`src/rtl/snare_sample_fetch.sv`:
```
// snare_sample_fetch
//
// Purpose:
//   Fetches one snare sample per tick. On each tick it latches the address
//   from the sample-address counter and reads the sample ROM, which has a
//   1-cycle read latency. It then arithmetically shifts the ROM word by the
//   volume setting and offers the result to the codec writer over a
//   valid/ready handshake. Once the counter has parked at ENDADDR, the
//   delivered sample is exactly zero (silence).
//
// Ports:
//   clk           system clock, all logic on posedge
//   resetn        synchronous, active-low reset
//   en            sample tick, one clk wide (same strobe that advances counter)
//   count         current sample address from the counter (pre-increment)
//   vol           attenuation, sample_out = rom_q >>> vol
//   rom_addr      ROM address (registered)
//   rom_q         ROM data, valid 1 clk after rom_addr
//   sample_out    signed sample to the codec writer
//   sample_valid  sample_out holds a new sample
//   sample_ready  codec writer accepts this cycle
//   overrun       sticky: a tick arrived while the block was busy
//   clr_ovf       clears overrun
//   ovr_count     (only with SNARE_FETCH_OVR_CNT_EN) saturating count of
//                 dropped ticks
//   state_dbg     current FSM state (IDLE=0, ADDR=1, WAIT=2, HOLD=3)
//
// Handshake: sample_valid rises with a new sample_out. Both are held stable
// until the first posedge on which sample_valid & sample_ready are both high.
// That edge is the transfer. sample_valid then drops, while sample_out keeps
// its last value. sample_ready is ignored whenever sample_valid is low.
//
// Optional feature macro: SNARE_FETCH_OVR_CNT_EN adds the ovr_count output.

module snare_sample_fetch #(
  parameter int ADDR_W  = 15,
  parameter int DATA_W  = 16,
  parameter int ENDADDR = 16481
) (
  input  logic              clk,
  input  logic              resetn,
  input  logic              en,
  input  logic [ADDR_W-1:0] count,
  input  logic [2:0]        vol,
  output logic [ADDR_W-1:0] rom_addr,
  input  logic [DATA_W-1:0] rom_q,
  output logic [DATA_W-1:0] sample_out,
  output logic              sample_valid,
  input  logic              sample_ready,
  output logic              overrun,
  input  logic              clr_ovf,
`ifdef SNARE_FETCH_OVR_CNT_EN
  output logic [7:0]        ovr_count,
`endif
  output logic [1:0]        state_dbg
);

  localparam logic [1:0] S_IDLE = 2'd0;
  localparam logic [1:0] S_ADDR = 2'd1;
  localparam logic [1:0] S_WAIT = 2'd2;
  localparam logic [1:0] S_HOLD = 2'd3;

  localparam logic [ADDR_W-1:0] END_A = ADDR_W'(ENDADDR);

  logic [1:0]        state_q, state_d;
  logic [ADDR_W-1:0] rom_addr_q, rom_addr_d;
  logic              eos_q, eos_d;
  logic [DATA_W-1:0] sample_q, sample_d;
  logic              valid_q, valid_d;
  logic              ovf_q, ovf_d;

  logic signed [DATA_W-1:0] rom_s;
  logic signed [DATA_W-1:0] shifted;
  logic                     drop;

  // Sign-preserving attenuation: negative samples stay negative.
  assign rom_s   = $signed(rom_q);
  assign shifted = rom_s >>> vol;

  // A tick outside IDLE is dropped. The transaction in flight is untouched.
  assign drop = en && (state_q != S_IDLE);

  always_comb begin
    state_d    = state_q;
    rom_addr_d = rom_addr_q;
    eos_d      = eos_q;
    sample_d   = sample_q;
    valid_d    = valid_q;
    case (state_q)
      S_IDLE: begin
        if (en) begin
          rom_addr_d = count;
          eos_d      = (count == END_A);
          state_d    = S_ADDR;
        end
      end
      S_ADDR: begin
        // ROM is registering rom_addr during this cycle.
        state_d = S_WAIT;
      end
      S_WAIT: begin
        sample_d = eos_q ? '0 : shifted;
        valid_d  = 1'b1;
        state_d  = S_HOLD;
      end
      S_HOLD: begin
        if (sample_ready) begin
          valid_d = 1'b0;
          state_d = S_IDLE;
        end
      end
      default: begin
        state_d = S_IDLE;
        valid_d = 1'b0;
      end
    endcase
  end

  // Set dominates clear when both happen on the same edge.
  always_comb begin
    ovf_d = ovf_q;
    if (drop) begin
      ovf_d = 1'b1;
    end else if (clr_ovf) begin
      ovf_d = 1'b0;
    end
  end

  always_ff @(posedge clk) begin
    if (!resetn) begin
      state_q    <= S_IDLE;
      rom_addr_q <= '0;
      eos_q      <= 1'b0;
      sample_q   <= '0;
      valid_q    <= 1'b0;
      ovf_q      <= 1'b0;
    end else begin
      state_q    <= state_d;
      rom_addr_q <= rom_addr_d;
      eos_q      <= eos_d;
      sample_q   <= sample_d;
      valid_q    <= valid_d;
      ovf_q      <= ovf_d;
    end
  end

`ifdef SNARE_FETCH_OVR_CNT_EN
  logic [7:0] cnt_q, cnt_d, cnt_base;

  // Clear first, then increment. A same-edge clear and drop therefore yields 1.
  always_comb begin
    cnt_base = clr_ovf ? 8'd0 : cnt_q;
    cnt_d    = cnt_base;
    if (drop && (cnt_base != 8'hFF)) begin
      cnt_d = cnt_base + 8'd1;
    end
  end

  always_ff @(posedge clk) begin
    if (!resetn) begin
      cnt_q <= 8'd0;
    end else begin
      cnt_q <= cnt_d;
    end
  end

  assign ovr_count = cnt_q;
`endif

  assign rom_addr     = rom_addr_q;
  assign sample_out   = sample_q;
  assign sample_valid = valid_q;
  assign overrun      = ovf_q;
  assign state_dbg    = state_q;

endmodule

```
`config.mk`:
```
export PLATFORM = sky130hd
export DESIGN_NAME = snare_sample_fetch
export DESIGN_NICKNAME = d
export VERILOG_FILES = /design/src/rtl/snare_sample_fetch.sv
export SDC_FILE = /design/constraint.sdc
export NUM_CORES = 1
export LEC_CHECK = 0
export ABC_AREA = 1
export CAP_MARGIN = 20
export CORE_ASPECT_RATIO = 1.1
export CORE_MARGIN = 2
export CORE_UTILIZATION = 45
export CTS_CLUSTER_DIAMETER = 30
export DETAILED_ROUTE_END_ITERATION = 8
export DONT_BUFFER_PORTS = 1
export SYNTH_ARGS = -nofsm -noshare
export SYNTH_HDL_FRONTEND = slang
export SYNTH_SLANG_ARGS = --single-unit
```
`constraint.sdc`:
```
create_clock -name clk -period 2.4 [get_ports clk]
set_input_delay 0.72 -clock clk [delete_from_list [all_inputs] [get_ports clk]]
set_output_delay 0.72 -clock clk [all_outputs]
set_load 0.05 [all_outputs]
```
==> impl_metrics.env, run 1 <==
export IMPL_hpwl_um=3343
export IMPL_grt_pass1_wl_um=7376
export IMPL_start_util_pct=47.54
export IMPL_intPower_mw=1.192
export IMPL_cp_depth=7
export IMPL_synthesis_nets=339
export IMPL_hold_buffers=0
export IMPL_switching_share_pct=49.77
export IMPL_grt_pass1_vias=1678
export IMPL_p_leak_nw=0.8816
export IMPL_dr_wl_met2_um=2248
export IMPL_p_comb_share_pct=26.0
export IMPL_cp_slowest_cell="clkinv_1"
export IMPL_clock_skew_ns=0.006939
export IMPL_final_nets=335
export IMPL_fp_row_count=24
export IMPL_ioPinCount=74
export IMPL_setup_tns_ns=0
export IMPL_met1_length_um=1911
export IMPL_post_cts_buffers=0
export IMPL_dp_cells=337
export IMPL_syn_inst=296
export IMPL_die_area_um2=4789
export IMPL_worst_slew_pin_transition_ns=0.5919
export IMPL_maxUsedRoutingLayer="met4"
export IMPL_cpLargestDelayFamily="buffers and inverters"
export IMPL_mostFrequentLayoutCells="nand2_1 (103), nand3_1 (46), dfxtp_1 (36)"
export IMPL_cts_root_buf="clkbuf_8"
export IMPL_cts_tree="done"
export IMPL_cts_buffers=5
export IMPL_pwr_share_clk_pct=18.9
export IMPL_syn_mean_instance_area_um2=6.463
export IMPL_fin_cells=345
export IMPL_ant_nets=0
export IMPL_slew_violations=0
export IMPL_diodes=0
export IMPL_cts_buffer_depth=2
export IMPL_die_w_um=66.17
export IMPL_synth_seq_cells=36
export IMPL_wire_per_inst_um=13.34
export IMPL_ys_seq_area_share_pct=37.67
export IMPL_crit_buf_inv=3
export IMPL_arrival_ns=1.96
export IMPL_drt_iter0_drc=120
export IMPL_vdd_ir_drop_worst_v=0.0007615
export IMPL_synth_cell_types=22
export IMPL_cp_max_fo=19
export IMPL_drc=0
export IMPL_period_minus_slack_ns=1.794
export IMPL_path_clk_slew_ns=0.07
export IMPL_timing_worst_setup_path_type="flip-flop to flip-flop"
export IMPL_holdCritPathClass="flip-flop to flip-flop"
export IMPL_wl_met3_um=347
export IMPL_die_y_um=72.39
export IMPL_dr_total_vias=1823
export IMPL_wirelength_um=4602
export IMPL_core_um2=4024
export IMPL_hold_violations=0
export IMPL_grt_max_degree=21
export IMPL_cap_viol_max_count=0
export IMPL_grt_overflow_total=0
export IMPL_drive_above_1_share_pct=5.461
export IMPL_worstPathCellList="buf_4, inv_1, ha_1, nand2_1, clkinv_1, o21ai_0, a21oi_1"
export IMPL_crit_path_end="rom_addr[4]"
export IMPL_crit_path_end_kind="flip-flop"
export IMPL_post_cts_resized=0
export IMPL_required_ns=2.57
export IMPL_viasPerCell=5.284
export IMPL_area_delta_synth_final_pct=4.644
export IMPL_antenna_found_initial=0
export IMPL_cp_startpoint="state_dbg[0]"
export IMPL_crit_path_max_incr_delay_ns=0.39
export IMPL_outcome="complete, no violations"
export IMPL_fmaxAchievable_mhz=557.5
export IMPL_finalSetupViolCount=0
export IMPL_ff2ff_path_depth=7
export IMPL_rsz0062_at_grt="false"
export IMPL_final_common_cell="nand2_1"
export IMPL_period_share_pct=74.73
export IMPL_grt_use_total_pct=19.79
export IMPL_htreeDepth=2
export IMPL_netlist_area_um2=1913
export IMPL_max_slew_margin_pct=60.50
export IMPL_r2r_start="state_dbg[0]"
export IMPL_port_buffers=0
export IMPL_powerDensity_nw_per_um2=1185
export IMPL_seq_power_share_pct=55.1
export IMPL_gp_congestion=0.8415
export IMPL_p_switching_mw=1.181
export IMPL_start_kind="flip-flop"
export IMPL_clock_latency_ns=0.28
export IMPL_r2r_slack_ns=0.61
export IMPL_drtPass1Iterations=4
export IMPL_cts_sinks=36
export IMPL_rr_endpoint="rom_addr[4]"
export IMPL_ys_warn_count=0
==> stage by stage <==
stage | setup slack [ns] | power, mW | instance area [um2] | hold slack, ns | util, %
floorplan | 0.6272 | 1.820 | 1913 | 0.4807 | -
global placement | 0.6416 | 1.938 | 1908 | 0.4888 | 47.42
detailed placement | 0.6130 | 1.947 | 1908 | 0.4941 | 47.42
CTS | 0.5910 | 2.390 | 2002 | 0.5044 | 49.75
global route | 0.4021 | 2.524 | 2002 | 0.5139 | 49.75
finish | 0.6064 | 2.373 | 2002 | 0.5021 | 49.75
==> worst reg2reg max path, delay by kind of cell (launching register included) <==
| kind | cells | cell delay [ns] |
|---|---|---|
| DFF | 1 | 0.31 |
| and+or+nand+nor | 1 | 0.08 |
| adders and majority gates | 1 | 0.22 |
| AOI/OAI and AO/OA | 2 | 0.37 |
| buffers and inverters | 3 | 0.70 |
==> state kept, by name, indices dropped and copies added (netlist names) <==
name          cells
overrun           1
rom_addr         15
sample_out       16
sample_valid      1
eos_q             1
state_dbg         2
==> area by class of cell <==
| cell class | count | area (um2) |
|---|---|---|
| clock buffers | 7 | 86.33 |
| clock inverters | 1 | 7.507 |
| fillers | 460 | 2022 |
| inverters | 17 | 71.32 |
| multi-input cells | 229 | 1028 |
| flip-flops and latches | 36 | 720.7 |
| well taps | 52 | 65.06 |
| repair buffers | 3 | 22.52 |
==> power by group through the flow <==
stage	Combinational [mW]	Clock [mW]	Sequential, mW
final	0.616	0.449	1.31
after detailed placement	0.622	0	1.32
after global placement	0.613	0	1.32
after floorplan	0.459	0	1.36
after CTS	0.623	0.455	1.31
after global routing	0.713	0.484	1.33
==> per-layer routing <==
| metal | GRT usage (%) | up-vias |
|---|---|---|
| li1 | - | 948 |
| met1 | 22.44 | 808 |
| met2 | 34.00 | 58 |
| met3 | 6.357 | 9 |
| met4 | 8.163 | 0 |
| met5 | 0 | - |
==> cell usage after synthesis, drive strengths merged <==
cell type	instances	area, um2
clkbuf	5	18.77
nor3	1	5.000
nor2	30	120.1
o21ai	16	80.08
ha	4	50.05
o31a	1	8.760
o22ai	1	6.260
a21oi	23	115.1
dfxtp	36	720.7
nand4	1	6.260
or2	2	12.51
inv	16	67.57
a22oi	1	7.510
clkinv	1	3.750
nand3	46	230.2
buf	9	73.81
nand2	103	386.6
==> worst min-delay path by stage <==
stage,start,endpoint,slack [ns],cells past startpoint
finish,eos_q,eos_q,0.50,2
detailed placement,eos_q,eos_q,0.49,2
global placement,eos_q,eos_q,0.49,2
CTS,eos_q,eos_q,0.50,2
global route,eos_q,eos_q,0.51,2
floorplan,eos_q,eos_q,0.48,2
==> kinds of logic after synthesis <==
family,Yosys count,share of synthesized area (%)
and+or+nand+nor,183,39.76
AOI/OAI and AO/OA,42,11.38
DFF,36,37.67
buffers and inverters,31,8.567
adders and majority gates,4,2.616
Power figures use the tool's default switching activity.
==> run 2: changes to the inputs <==
Clock period 2.4 ns to 1.81 ns, I/O delays scaled along.
==> impl_metrics.env, run 2 (same netlist as run 1, synthesis figures left out) <==
export IMPL_outcome="complete, no violations"
export IMPL_period_share_pct=81.67
export IMPL_holdCritPathClass="input pin to flip-flop"
export IMPL_dp_cells=340
export IMPL_powerDensity_nw_per_um2=1567
export IMPL_hpwl_um=3519
export IMPL_hold_violations=0
export IMPL_gp_congestion=0.8456
export IMPL_drive_above_1_share_pct=6.419
export IMPL_grt_max_degree=20
export IMPL_clock_skew_ns=0.006756
export IMPL_mostFrequentLayoutCells="nand2_1 (103), nand3_1 (46), dfxtp_1 (36)"
export IMPL_postLayoutSetupSlackWorst_ns=0.3319
export IMPL_fin_cells=348
export IMPL_cap_viol_max_count=0
export IMPL_grt_pass1_wl_um=7514
export IMPL_die_area_um2=4789
export IMPL_pre_cts_ws_ns=0.4234
export IMPL_hold_buffers=0
export IMPL_vdd_ir_drop_worst_v=0.0008807
export IMPL_fp_row_count=24
export IMPL_die_w_um=66.17
export IMPL_dr_total_vias=1844
export IMPL_period_minus_slack_ns=1.478
export IMPL_arrival_ns=0.94
export IMPL_drc=0
export IMPL_cp_startpoint="sample_out[3]"
export IMPL_max_slew_margin_pct=64.51
export IMPL_clock_latency_ns=0.28
export IMPL_wirelength_um=4649
export IMPL_area_delta_synth_final_pct=5.821
export IMPL_setup_tns_ns=0
export IMPL_cp_max_fo=2
export IMPL_slew_violations=0
export IMPL_grt_pass1_vias=1685
export IMPL_min_from="resetn"
export IMPL_drt_iter0_drc=132
export IMPL_finalSetupViolCount=0
export IMPL_timing_worst_setup_path_type="flip-flop to output port"
export IMPL_viasPerCell=5.299
export IMPL_grt_overflow_total=0
export IMPL_drtPass1Iterations=5
export IMPL_largest_reg_flops=16
export IMPL_cts_root_buf="clkbuf_8"
export IMPL_start_util_pct=47.54
export IMPL_start_kind="flip-flop"
export IMPL_cts_buffer_depth=2
export IMPL_antenna_found_initial=0
export IMPL_final_nets=338
export IMPL_required_ns=1.27
export IMPL_p_leak_nw=0.8958
export IMPL_hold_slack_ns=0.3928
export IMPL_r2r_start="state_dbg[0]"
export IMPL_cts_buffers=5
export IMPL_cts_sinks=36
export IMPL_worst_slew_pin_transition_ns=0.5317
export IMPL_diodes=0
export IMPL_post_cts_buffers=0
export IMPL_port_buffers=0
export IMPL_htreeDepth=2
export IMPL_final_common_cell="nand2_1"
export IMPL_cts_tree="done"
export IMPL_path_clk_slew_ns=0.07
export IMPL_die_y_um=72.39
export IMPL_wire_per_inst_um=13.36
export IMPL_rsz0062_at_grt="false"
export IMPL_ioPinCount=74
export IMPL_grt_use_total_pct=20.39
export IMPL_crit_path_end_kind="output port"
export IMPL_post_cts_resized=0
export IMPL_fmaxAchievable_mhz=676.5
export IMPL_ant_nets=0
export IMPL_core_um2=4024
==> run 2: cell types whose count changed in the layout (fill, tap and decap cells not counted) <==
cell,change
buf_4,+3
==> run 2: stage by stage <==
stage | util (%) | area (um2) | power [mW]
final | 50.31 | 2024 | 3.173
after CTS | 50.31 | 2024 | 3.209
after global placement | 47.98 | 1931 | 2.610
after detailed placement | 47.98 | 1931 | 2.624
after global routing | 50.31 | 2024 | 3.381
after floorplan | - | 1913 | 2.413
==> run 2: layout make-up <==
cell class | instances | area, um2
Clock inverter | 1 | 7.507
Inverter | 17 | 71.32
Sequential cell | 36 | 720.7
Tap cell | 52 | 65.06
Multi-Input combinational cell | 229 | 1028
Timing Repair Buffer | 6 | 45.04
Clock buffer | 7 | 86.33
Fill cell | 445 | 1999
==> run 2: routing by layer <==
layer,up-vias,share of wire [%],track usage (%)
met5,-,0,0
met4,0,0.54,5.442
met3,2,7.9,6.977
met2,59,51,36.33
met1,832,41,22.97
li1,951,-,-
==> run 2: path summary, 6_finish.rpt <==
check | end | slack (ns) | cells after the start
worst max-delay path | sample_out[3] | 0.33 | 0
worst min-delay path | rom_addr[1] | 0.39 | 2
worst max register to register | sample_out[1] | 0.41 | 6
worst min register to register | eos_q | 0.52 | 2
==> run 2: power by group <==
| part | internal (mW) | switching [mW] |
|---|---|---|
| clock network | 0.309 | 0.269 |
| logic | 0.303 | 0.549 |
| registers | 0.995 | 0.749 |
| total | 1.61 | 1.57 |
==> run 3: changes to the inputs <==
Clock period 1.81 ns to 1.41 ns, I/O delays scaled along.
==> impl_metrics.env, run 3 (same netlist as run 1, synthesis figures left out) <==
export IMPL_p_comb_share_pct=40.9
export IMPL_setup_tns_ns=0
export IMPL_start_util_pct=47.54
export IMPL_clock_latency_ns=0.28
export IMPL_max_slew_margin_pct=64.81
export IMPL_powerDensity_nw_per_um2=1951
export IMPL_r2r_slack_ns=0.13
export IMPL_final_nets=358
export IMPL_cp_max_fo=2
export IMPL_pre_cts_ws_ns=0.06164
export IMPL_crit_path_end_kind="output port"
export IMPL_intPower_mw=2.226
export IMPL_clock_skew_ns=0.009223
export IMPL_largest_reg_flops=16
export IMPL_wirelength_um=4683
export IMPL_cts_sinks=36
export IMPL_grt_overflow_total=0
export IMPL_hold_violations=0
export IMPL_grt_pass1_vias=1862
export IMPL_arrival_ns=0.94
export IMPL_drt_iter0_drc=169
export IMPL_p_leak_nw=1.008
export IMPL_grt_use_total_pct=21.10
export IMPL_core_um2=4024
export IMPL_cts_buffers=5
export IMPL_p_switching_mw=2.049
export IMPL_gp_congestion=0.8934
export IMPL_total_power_mw=4.275
export IMPL_slew_violations=0
export IMPL_seq_power_share_pct=43.0
export IMPL_grt_max_degree=20
export IMPL_switching_share_pct=47.93
export IMPL_final_common_cell="nand2_1"
export IMPL_die_w_um=66.17
export IMPL_holdCritPathClass="input pin to flip-flop"
export IMPL_finalSetupViolCount=0
export IMPL_die_y_um=72.39
export IMPL_period_minus_slack_ns=1.362
export IMPL_cts_buffer_depth=2
export IMPL_fmaxAchievable_mhz=734.4
export IMPL_drive_above_1_share_pct=13.29
export IMPL_rsz0062_at_grt="false"
export IMPL_worst_slew_pin_transition_ns=0.5272
export IMPL_required_ns=0.99
export IMPL_start_kind="flip-flop"
export IMPL_fp_row_count=24
export IMPL_drtPass1Iterations=4
export IMPL_fin_cells=368
export IMPL_place_area_um2=2082
export IMPL_timing_worst_setup_path_type="flip-flop to output port"
export IMPL_dr_total_vias=1907
export IMPL_antenna_found_initial=0
export IMPL_wire_per_inst_um=12.73
export IMPL_outcome="complete, no violations"
export IMPL_hpwl_um=3517
export IMPL_diodes=0
export IMPL_port_buffers=0
export IMPL_postLayoutSetupSlackWorst_ns=0.04834
export IMPL_area_delta_synth_final_pct=14.52
export IMPL_cts_root_buf="clkbuf_8"
export IMPL_cap_viol_max_count=0
export IMPL_period_share_pct=96.57
export IMPL_cts_tree="done"
export IMPL_mostFrequentLayoutCells="nand2_1 (103), nand3_1 (46), dfxtp_1 (34)"
export IMPL_vdd_ir_drop_worst_v=0.001119
export IMPL_pwr_share_clk_pct=16.1
export IMPL_path_clk_slew_ns=0.07
export IMPL_viasPerCell=5.182
export IMPL_die_area_um2=4789
export IMPL_ant_nets=0
export IMPL_drc=0
export IMPL_design_area_um2=2191
export IMPL_htreeDepth=2
export IMPL_grt_pass1_wl_um=7948
export IMPL_ioPinCount=74
export IMPL_dp_cells=359
run 3: changes by cell type in the layout (fill, tap and decap cells not counted), sizes merged:
cell | before | now
inv | 16 | 17
buf | 6 | 26
clkinvlp | 1 | 0
run 3: path summary, 6_finish.rpt:
path,start,end,cells past startpoint
max,rom_addr[13],rom_addr[13],0
min,resetn,rom_addr[2],2
max reg2reg,state_dbg[0],rom_addr[12],6
min reg2reg,sample_out[4],sample_out[4],2
run 3: per-layer routing:
metal  share of wire [%]  vias up  GRT usage [%]
li1                    -      994              -
met1                  41      850          24.37
met2                  50       56          37.00
met3                 7.8        7          6.202
met4                 1.5        0          7.029
met5                   0        -              0
run 3: layout make-up:
class                           count  area (um2)
Inverter                           17       73.82
Fill cell                         438        1833
Clock inverter                      1       5.005
Clock buffer                        7       76.32
Tap cell                           52       65.06
Multi-Input combinational cell    229        1035
Timing Repair Buffer               26       207.7
Sequential cell                    36       728.2
run 3: metrics by stage:
stage | hold WS, ns | utilization (%)
after floorplan | 0.4807 | -
after global placement | 0.4564 | 51.74
after detailed placement | 0.4559 | 51.74
after CTS | 0.2591 | 53.76
after global routing | 0.2644 | 54.45
final | 0.2668 | 54.45
run 3: what timing repair did:
item,CTS,global route
hold buffers,0,0
setup buffers,0,1
resized for setup,0,3
setup endpoints to repair,0,21
run 3: power groups by stage:
| stage | clock, mW | sequential [mW] | combinational, mW |
|---|---|---|---|
| finish | 0.689 | 1.84 | 1.75 |
| global route | 0.747 | 1.87 | 1.96 |
| CTS | 0.714 | 1.84 | 1.69 |
| detailed placement | 0 | 1.86 | 1.69 |
| global placement | 0 | 1.86 | 1.67 |
| floorplan | 0 | 2.33 | 0.788 |
